$ cat src/rtl/keypad_scanner_if.sv
// Key-event handshake between the keypad scanner and its consumer.
// The scanner (master) offers events; the consumer (slave) accepts them.
interface keypad_scanner_if #(
    parameter int KEY_W = 4
);
    logic             evt_valid;
    logic [KEY_W-1:0] evt_key;
    logic             evt_press;
    logic             evt_ready;

    modport master (
        output evt_valid,
        output evt_key,
        output evt_press,
        input  evt_ready
    );

    modport slave (
        input  evt_valid,
        input  evt_key,
        input  evt_press,
        output evt_ready
    );
endinterface

$ cat src/rtl/keypad_scanner.sv
// Matrix keypad scanner: column drive, row sync, per-key debounce
// and a valid/ready event FIFO of accepted presses and releases.
module keypad_scanner #(
    parameter int ROWS           = 3,
    parameter int COLS           = 3,
    parameter int SCAN_DIV       = 16384,
    parameter int DEBOUNCE_SCANS = 4,
    parameter int FIFO_DEPTH     = 8
) (
    input  logic                 clk,
    input  logic                 reset,
    input  logic [ROWS-1:0]      row,
    input  logic                 scan_en,
    input  logic                 clr_overflow,
    output logic [COLS-1:0]      column,
    output logic [ROWS*COLS-1:0] pressed_map,
    output logic                 overflow,
    keypad_scanner_if.master     evt
);
    localparam int NKEYS = ROWS * COLS;
    localparam int KEY_W = (NKEYS > 1) ? $clog2(NKEYS) : 1;
    localparam int DW    = $clog2(SCAN_DIV);
    localparam int CW    = $clog2(COLS);
    localparam int RW    = (ROWS > 1) ? $clog2(ROWS) : 1;
    localparam int AW    = $clog2(FIFO_DEPTH);
    localparam int PW    = AW + 1;

    localparam logic [DW-1:0] DWELL_LAST = DW'(SCAN_DIV - 1);
    localparam logic [CW-1:0] COL_LAST   = CW'(COLS - 1);
    localparam logic [RW-1:0] ROW_LAST   = RW'(ROWS - 1);
    localparam logic [3:0]    CNT_LAST   = 4'(DEBOUNCE_SCANS - 1);

    logic [ROWS-1:0]               row_s1_q, row_s2_q;
    logic [DW-1:0]                 dwell_q, dwell_d;
    logic [CW-1:0]                 col_q, col_d;
    logic [COLS-1:0]               column_q, column_d;
    logic [ROWS-1:0]               cap_q, cap_d;
    logic [CW-1:0]                 cap_col_q, cap_col_d;
    logic                          walk_q, walk_d;
    logic [RW-1:0]                 wrow_q, wrow_d;
    logic [NKEYS-1:0]              state_q, state_d;
    logic [NKEYS-1:0][3:0]         cnt_q, cnt_d;
    logic [FIFO_DEPTH-1:0][KEY_W:0] mem_q;
    logic [PW-1:0]                 wptr_q, wptr_d;
    logic [PW-1:0]                 rptr_q, rptr_d;
    logic                          ovf_q, ovf_d;

    logic             capture, walk_go;
    logic [KEY_W-1:0] wkey;
    logic             wsmp, push;
    logic             empty, full, pop, acc;
    logic [KEY_W:0]   head;

    // Column sequencing, end-of-dwell row capture and row walk pacing
    always_comb begin
        dwell_d   = dwell_q;
        col_d     = col_q;
        cap_d     = cap_q;
        cap_col_d = cap_col_q;
        walk_d    = walk_q;
        wrow_d    = wrow_q;
        column_d  = '1;
        capture   = 1'b0;
        walk_go   = scan_en && walk_q;
        if (scan_en) begin
            column_d = ~(COLS'(1) << col_q);
            if (dwell_q == DWELL_LAST) begin
                capture   = 1'b1;
                dwell_d   = '0;
                cap_d     = row_s2_q;
                cap_col_d = col_q;
                col_d     = (col_q == COL_LAST) ? '0 : col_q + CW'(1);
            end else begin
                dwell_d = dwell_q + DW'(1);
            end
        end else begin
            dwell_d = '0;
        end
        if (walk_go) begin
            wrow_d = wrow_q + RW'(1);
            if (wrow_q == ROW_LAST) begin
                walk_d = 1'b0;
                wrow_d = '0;
            end
        end
        if (capture) begin
            walk_d = 1'b1;
            wrow_d = '0;
        end
    end

    // Synchroniser, scan counters and captured column snapshot
    always_ff @(posedge clk or negedge reset) begin
        if (!reset) begin
            row_s1_q  <= '1;
            row_s2_q  <= '1;
            dwell_q   <= '0;
            col_q     <= '0;
            column_q  <= '1;
            cap_q     <= '1;
            cap_col_q <= '0;
            walk_q    <= 1'b0;
            wrow_q    <= '0;
        end else begin
            row_s1_q  <= row;
            row_s2_q  <= row_s1_q;
            dwell_q   <= dwell_d;
            col_q     <= col_d;
            column_q  <= column_d;
            cap_q     <= cap_d;
            cap_col_q <= cap_col_d;
            walk_q    <= walk_d;
            wrow_q    <= wrow_d;
        end
    end

    // One key per walk cycle: count disagreeing samples, flip on limit
    always_comb begin
        wkey    = KEY_W'(int'(wrow_q) * COLS + int'(cap_col_q));
        wsmp    = ~cap_q[wrow_q];
        state_d = state_q;
        cnt_d   = cnt_q;
        push    = 1'b0;
        if (walk_go) begin
            if (wsmp == state_q[wkey]) begin
                cnt_d[wkey] = '0;
            end else if (cnt_q[wkey] == CNT_LAST) begin
                state_d[wkey] = wsmp;
                cnt_d[wkey]   = '0;
                push          = 1'b1;
            end else begin
                cnt_d[wkey] = cnt_q[wkey] + 4'd1;
            end
        end
    end

    // Debounced key state and per-key counters
    always_ff @(posedge clk or negedge reset) begin
        if (!reset) begin
            state_q <= '0;
            cnt_q   <= '0;
        end else begin
            state_q <= state_d;
            cnt_q   <= cnt_d;
        end
    end

    // FIFO control: a pop frees room for a same-cycle push when full
    always_comb begin
        empty  = (wptr_q == rptr_q);
        full   = (wptr_q[AW] != rptr_q[AW]) &&
                 (wptr_q[AW-1:0] == rptr_q[AW-1:0]);
        pop    = !empty && evt.evt_ready;
        acc    = push && (!full || pop);
        wptr_d = wptr_q + PW'(acc);
        rptr_d = rptr_q + PW'(pop);
        ovf_d  = ovf_q;
        if (clr_overflow) ovf_d = 1'b0;
        if (push && full && !pop) ovf_d = 1'b1;
    end

    // FIFO storage, pointers and sticky overflow
    always_ff @(posedge clk or negedge reset) begin
        if (!reset) begin
            mem_q  <= '0;
            wptr_q <= '0;
            rptr_q <= '0;
            ovf_q  <= 1'b0;
        end else begin
            if (acc) mem_q[wptr_q[AW-1:0]] <= {wsmp, wkey};
            wptr_q <= wptr_d;
            rptr_q <= rptr_d;
            ovf_q  <= ovf_d;
        end
    end

    assign head          = mem_q[rptr_q[AW-1:0]];
    assign evt.evt_valid = !empty;
    assign evt.evt_key   = empty ? '0 : head[KEY_W-1:0];
    assign evt.evt_press = !empty && head[KEY_W];
    assign column        = column_q;
    assign pressed_map   = state_q;
    assign overflow      = ovf_q;
endmodule

$ cat src/flat_wrapper.sv
// flat-port wrapper written by rule: the top's interface ports become plain ports
module keypad_scanner_flat 
#(
    parameter int ROWS           = 3,
    parameter int COLS           = 3,
    parameter int SCAN_DIV       = 16384,
    parameter int DEBOUNCE_SCANS = 4,
    parameter int FIFO_DEPTH     = 8
)
  (clk, reset, row, scan_en, clr_overflow, column, pressed_map, overflow, evt_evt_valid, evt_evt_key, evt_evt_press, evt_evt_ready);
  keypad_scanner_if #(.KEY_W((4))) evt_i ();
  input  logic clk;
  input  logic reset;
  input  logic [ROWS-1:0] row;
  input  logic scan_en;
  input  logic clr_overflow;
  output logic [COLS-1:0] column;
  output logic [ROWS*COLS-1:0] pressed_map;
  output logic overflow;
  output wire logic [$bits(evt_i.evt_valid)-1:0] evt_evt_valid;
  output wire logic [$bits(evt_i.evt_key)-1:0] evt_evt_key;
  output wire logic [$bits(evt_i.evt_press)-1:0] evt_evt_press;
  input wire logic [$bits(evt_i.evt_ready)-1:0] evt_evt_ready;
  assign evt_evt_valid = evt_i.evt_valid;
  assign evt_evt_key = evt_i.evt_key;
  assign evt_evt_press = evt_i.evt_press;
  assign evt_i.evt_ready = evt_evt_ready;
  keypad_scanner #(.ROWS(ROWS), .COLS(COLS), .SCAN_DIV(SCAN_DIV), .DEBOUNCE_SCANS(DEBOUNCE_SCANS), .FIFO_DEPTH(FIFO_DEPTH)) u_core (.clk(clk), .reset(reset), .row(row), .scan_en(scan_en), .clr_overflow(clr_overflow), .column(column), .pressed_map(pressed_map), .overflow(overflow), .evt(evt_i));
endmodule
$ cat config.mk
export PLATFORM = sky130hd
export DESIGN_NAME = keypad_scanner_flat
export DESIGN_NICKNAME = d
export VERILOG_FILES = /design/src/rtl/keypad_scanner_if.sv /design/src/rtl/keypad_scanner.sv /design/src/flat_wrapper.sv
export SDC_FILE = /design/constraint.sdc
export NUM_CORES = 1
export LEC_CHECK = 0
export CORE_ASPECT_RATIO = 0.6
export CORE_MARGIN = 2
export CORE_UTILIZATION = 30
export CTS_CLUSTER_DIAMETER = 80
export DETAILED_ROUTE_END_ITERATION = 10
export GPL_ROUTABILITY_DRIVEN = 0
export GPL_TIMING_DRIVEN = 0
export HOLD_SLACK_MARGIN = 0.15
export PLACE_DENSITY_LB_ADDON = 0.2
export SLEW_MARGIN = 20
export SYNTH_ARGS = -nofsm -noshare
export SYNTH_HDL_FRONTEND = slang
export SYNTH_SLANG_ARGS = --single-unit
$ cat constraint.sdc
create_clock -name clk -period 5.25 [get_ports clk]
set_clock_uncertainty 0.2 [all_clocks]
set_input_delay 1.05 -clock clk [delete_from_list [all_inputs] [get_ports clk]]
set_output_delay 1.05 -clock clk [all_outputs]
set_load 0.01 [all_outputs]
==> flow_summary_export.csv, run 1 <==
group,metric,value,unit
grt,antenna_found_initial,0,
timing,rsz0062_at_grt,"false",
finish,regArea,3190,um^2
clock_tree,clk_latency,410,ps
timing,drv_slew,0,
routing,via_per_inst,4.78,
yosys,ys.flop_type,"dfrtp_1",
timing,hold_viol_final,0,
grt,grt_pass1_wl,23800,um
setup_path,worst_setup_path_end_kind,"flip-flop",
die,initial_core_util,0.304,
finish,area_growth,19.5,%
yosys,ys_types,49,
finish,final_cell_mix,"115 x dfrtp_1, 57 x nand2_1, 48 x mux2_2, 27 x nor2_1, 26 x mux2i_1",
place,portBuffers,26,
yosys,mappedNetlistArea,6060,um^2
yosys,synth_seq_cells,127,
grt,grt_pass1_vias,4255,
yosys,syn_avg_cell_area,12.1,um^2
routing,drtIter0Drc,264,
grt,grt_max_degree,81,
timing,relSlewSlack,0.307,
routing,dr_total_vias,3977,
yosys,synth-edff-count,0,
yosys,synth_cells,500,
setup_path,path_buf_inv,4,
power_and_ir_drop,power_density,322,nW/um^2
power_and_ir_drop,leakagePower,0.00326,uW
clock_tree,cts_setup_buffers,0,
hold_path,hold_class,"reg2reg",
setup_path,setup.worst_path.class,"reg2reg",
setup_path,worstSetupEndpoint,"u_core.wptr_q[3]",
die,die_area,21400,um^2
place,dp_hpwl,10100,um
setup_path,crit_slowest_cell,"fa_1",
finish,multi_input_area,2690,um^2
setup_path,worst_setup_path_start_kind,"flip-flop",
grt,grtUsageTotal,0.146,
finish,fillerInstances,1988,
clock_tree,cts_resized,0,
die,rows,40,
setup_path,cp_top_family,"adder cells",
setup_path,critical_path_required,5350,ps
power_and_ir_drop,ir_drop,0.000217,V
yosys,ys_seq_area_frac,0.527,
routing,drtAntennaViolNets,0,
clock_tree,cts_buffers,17,
setup_path,rr_worst_depth,17,
timing,setup_viol,0,
setup_path,max_stage_delay,620,ps
clock_tree,cts-root-buf,"clkbuf_16",
finish,layout-drive-gt1-share,0.233,
finish,final_cells,832,
job,maxCapViolCount,0,
die,core_area,19900,um^2
finish,nets,568,
place,dp_slack,760,ps
setup_path,path_cells,"fa_1, ha_1, inv_1, fa_1, buf_4, inv_2, nor4_2, nand2_1, nand2_1, ha_1, and4_1, buf_2, nand2_1, nor2_1, ha_1, nand3_1, xnor2_1",
clock_tree,clock_sinks,127,
timing,finalCritPeriodShare,0.858,
timing,holdWs,156,ps
yosys,yosysWarnings,0,
setup_path,timing.rr.end,"u_core.wptr_q[3]",
routing,drtPass1Iterations,4,
setup_path,cp_num_cells,17,
routing,drc_errors,0,
die,io_pins,27,
timing,period_needed,4500,ps
yosys,syn-num-nets,522,
clock_tree,htreeDepth,4,
grt,grt_overflow,0,
finish,diodes,0,
finish,layout_commonest_cell,"dfrtp_1",
status,outcome,"completed",
routing,wirelength,14400,um
routing,routedWlPerCell,17.3,um
die,die_y,114,um
clock_tree,hold_buffers,0,
setup_path,reg2reg_slack,750,ps
clock_tree,cts_tree,"built",
setup_path,cp_max_fo,10,
setup_path,cp.arrival,4600,ps
place,dp.cells,800,
timing,tightest_slew,1030,ps
clock_tree,clkTransAtPathRegs,60,ps
setup_path,cp-startpoint,"u_core.wrow_q[0]",
timing,worst_slack,746,ps
setup_path,timing.rr.start,"u_core.wrow_q[0]",
yosys,async_flop_share,1.00,
timing,fmax,222,MHz
clock_tree,clock_path_buffers,2,
die,die_width,188,um
metrics by stage:
step	power [uW]	TNS (ps)	util	instance area (um^2)
finish	2330	0	0.364	7250
global route	2440	0	0.364	7250
CTS	2370	0	0.364	7250
detailed placement	1240	0	0.336	6690
global placement	1230	-234280	0.335	6660
floorplan	1160	0	-	6060
Yosys cell counts (5+ instances only):
cell type / number / area [um^2]
nand3_1: 19 / 95.1
xor2_1: 10 / 87.6
xnor2_1: 13 / 114
o21ai_0: 20 / 100
mux2_2: 48 / 541
mux2_1: 6 / 67.6
buf_4: 5 / 37.5
nand3_2: 8 / 80.1
dfstp_2: 12 / 315
ha_1: 12 / 150
clkbuf_1: 10 / 37.5
mux2i_1: 26 / 260
dfrtp_1: 115 / 2880
o31ai_1: 9 / 67.6
inv_1: 19 / 71.3
nand2_1: 57 / 214
nand4_1: 9 / 56.3
nor2b_1: 7 / 43.8
mux4_2: 14 / 315
nor2_1: 27 / 101
power by group:
part	switching [uW]	total, uW	internal, uW
combinational	118	201	83.7
sequential	17.8	1020	1000
clock	441	1110	672
sequential cells by signal, indices dropped and copies added (netlist names):
| name | flops |
|---|---|
| u_core.wrow_q | 2 |
| u_core.overflow | 1 |
| u_core.rptr_q | 4 |
| u_core.row_s2_q | 3 |
| u_core.column | 3 |
| u_core.cap_col_q | 2 |
| u_core.cnt_q | 36 |
| u_core.cap_q | 3 |
| u_core.walk_q | 1 |
| u_core.pressed_map | 9 |
| u_core.col_q | 2 |
| u_core.wptr_q | 4 |
| u_core.row_s1_q | 3 |
| u_core.dwell_q | 14 |
| u_core.mem_q | 40 |
cell families (layout without fill, tap and decap cells):
| group | Yosys count | after routing | share of synthesized area |
|---|---|---|---|
| fa+ha+maj | 14 | 14 | 0.0314 |
| simple gates | 156 | 156 | 0.134 |
| compound gates | 45 | 45 | 0.0504 |
| mux | 94 | 94 | 0.195 |
| flops | 127 | 127 | 0.527 |
| buf+inv | 41 | 100 | 0.0293 |
| xor+xnor | 23 | 23 | 0.0332 |
cell type report:
cell class | count | share of cell area
flip-flops and latches | 127 | 0.441
well taps | 273 | 0.0471
clock buffers | 21 | 0.0635
plain buffers | 21 | 0.0142
repair buffers | 27 | 0.0399
inverters | 20 | 0.0104
clock inverters | 11 | 0.0129
multi-input cells | 332 | 0.371
routing by layer:
layer	vias up	track usage	wire, um
met5	-	0	0
met2	75	0.203	6040
li1	1864	-	-
met4	0	0.0409	59
met1	2031	0.218	7640
met3	7	0.0423	641
worst reg2reg max path: stages, from the launching register on:
cell and delay, ps:
dfrtp_1 480, fa_1 620, ha_1 160, inv_1 50, fa_1 480, buf_4 180
inv_2 120, nor4_2 520, nand2_1 160, nand2_1 130, ha_1 200, and4_1 210
buf_2 220, nand2_1 130, nor2_1 110, ha_1 180, nand3_1 110, xnor2_1 160
worst min path at each step:
stage	from	endpoint	slack, ps	cells past startpoint
after floorplan	u_core.row_s1_q[0]	u_core.row_s2_q[0]	150	0
after global placement	u_core.row_s1_q[0]	u_core.row_s2_q[0]	150	0
after detailed placement	u_core.row_s1_q[1]	u_core.row_s2_q[1]	150	0
after CTS	u_core.row_s1_q[1]	u_core.row_s2_q[1]	160	0
after global routing	u_core.row_s1_q[0]	u_core.row_s2_q[0]	160	0
final	u_core.row_s1_q[1]	u_core.row_s2_q[1]	160	0
Power figures use the tool's default switching activity.
==> run 2: changes to the inputs <==
--- a/config.mk
+++ b/config.mk
@@ -12,7 +12,7 @@
 export DETAILED_ROUTE_END_ITERATION = 10
 export GPL_ROUTABILITY_DRIVEN = 0
 export GPL_TIMING_DRIVEN = 0
-export HOLD_SLACK_MARGIN = 0.15
+export HOLD_SLACK_MARGIN = 0.02
 export PLACE_DENSITY_LB_ADDON = 0.2
 export SLEW_MARGIN = 20
 export SYNTH_ARGS = -nofsm -noshare
==> results of run 2 <==
Final layout, timing and power as in run 1 (identical DEF).
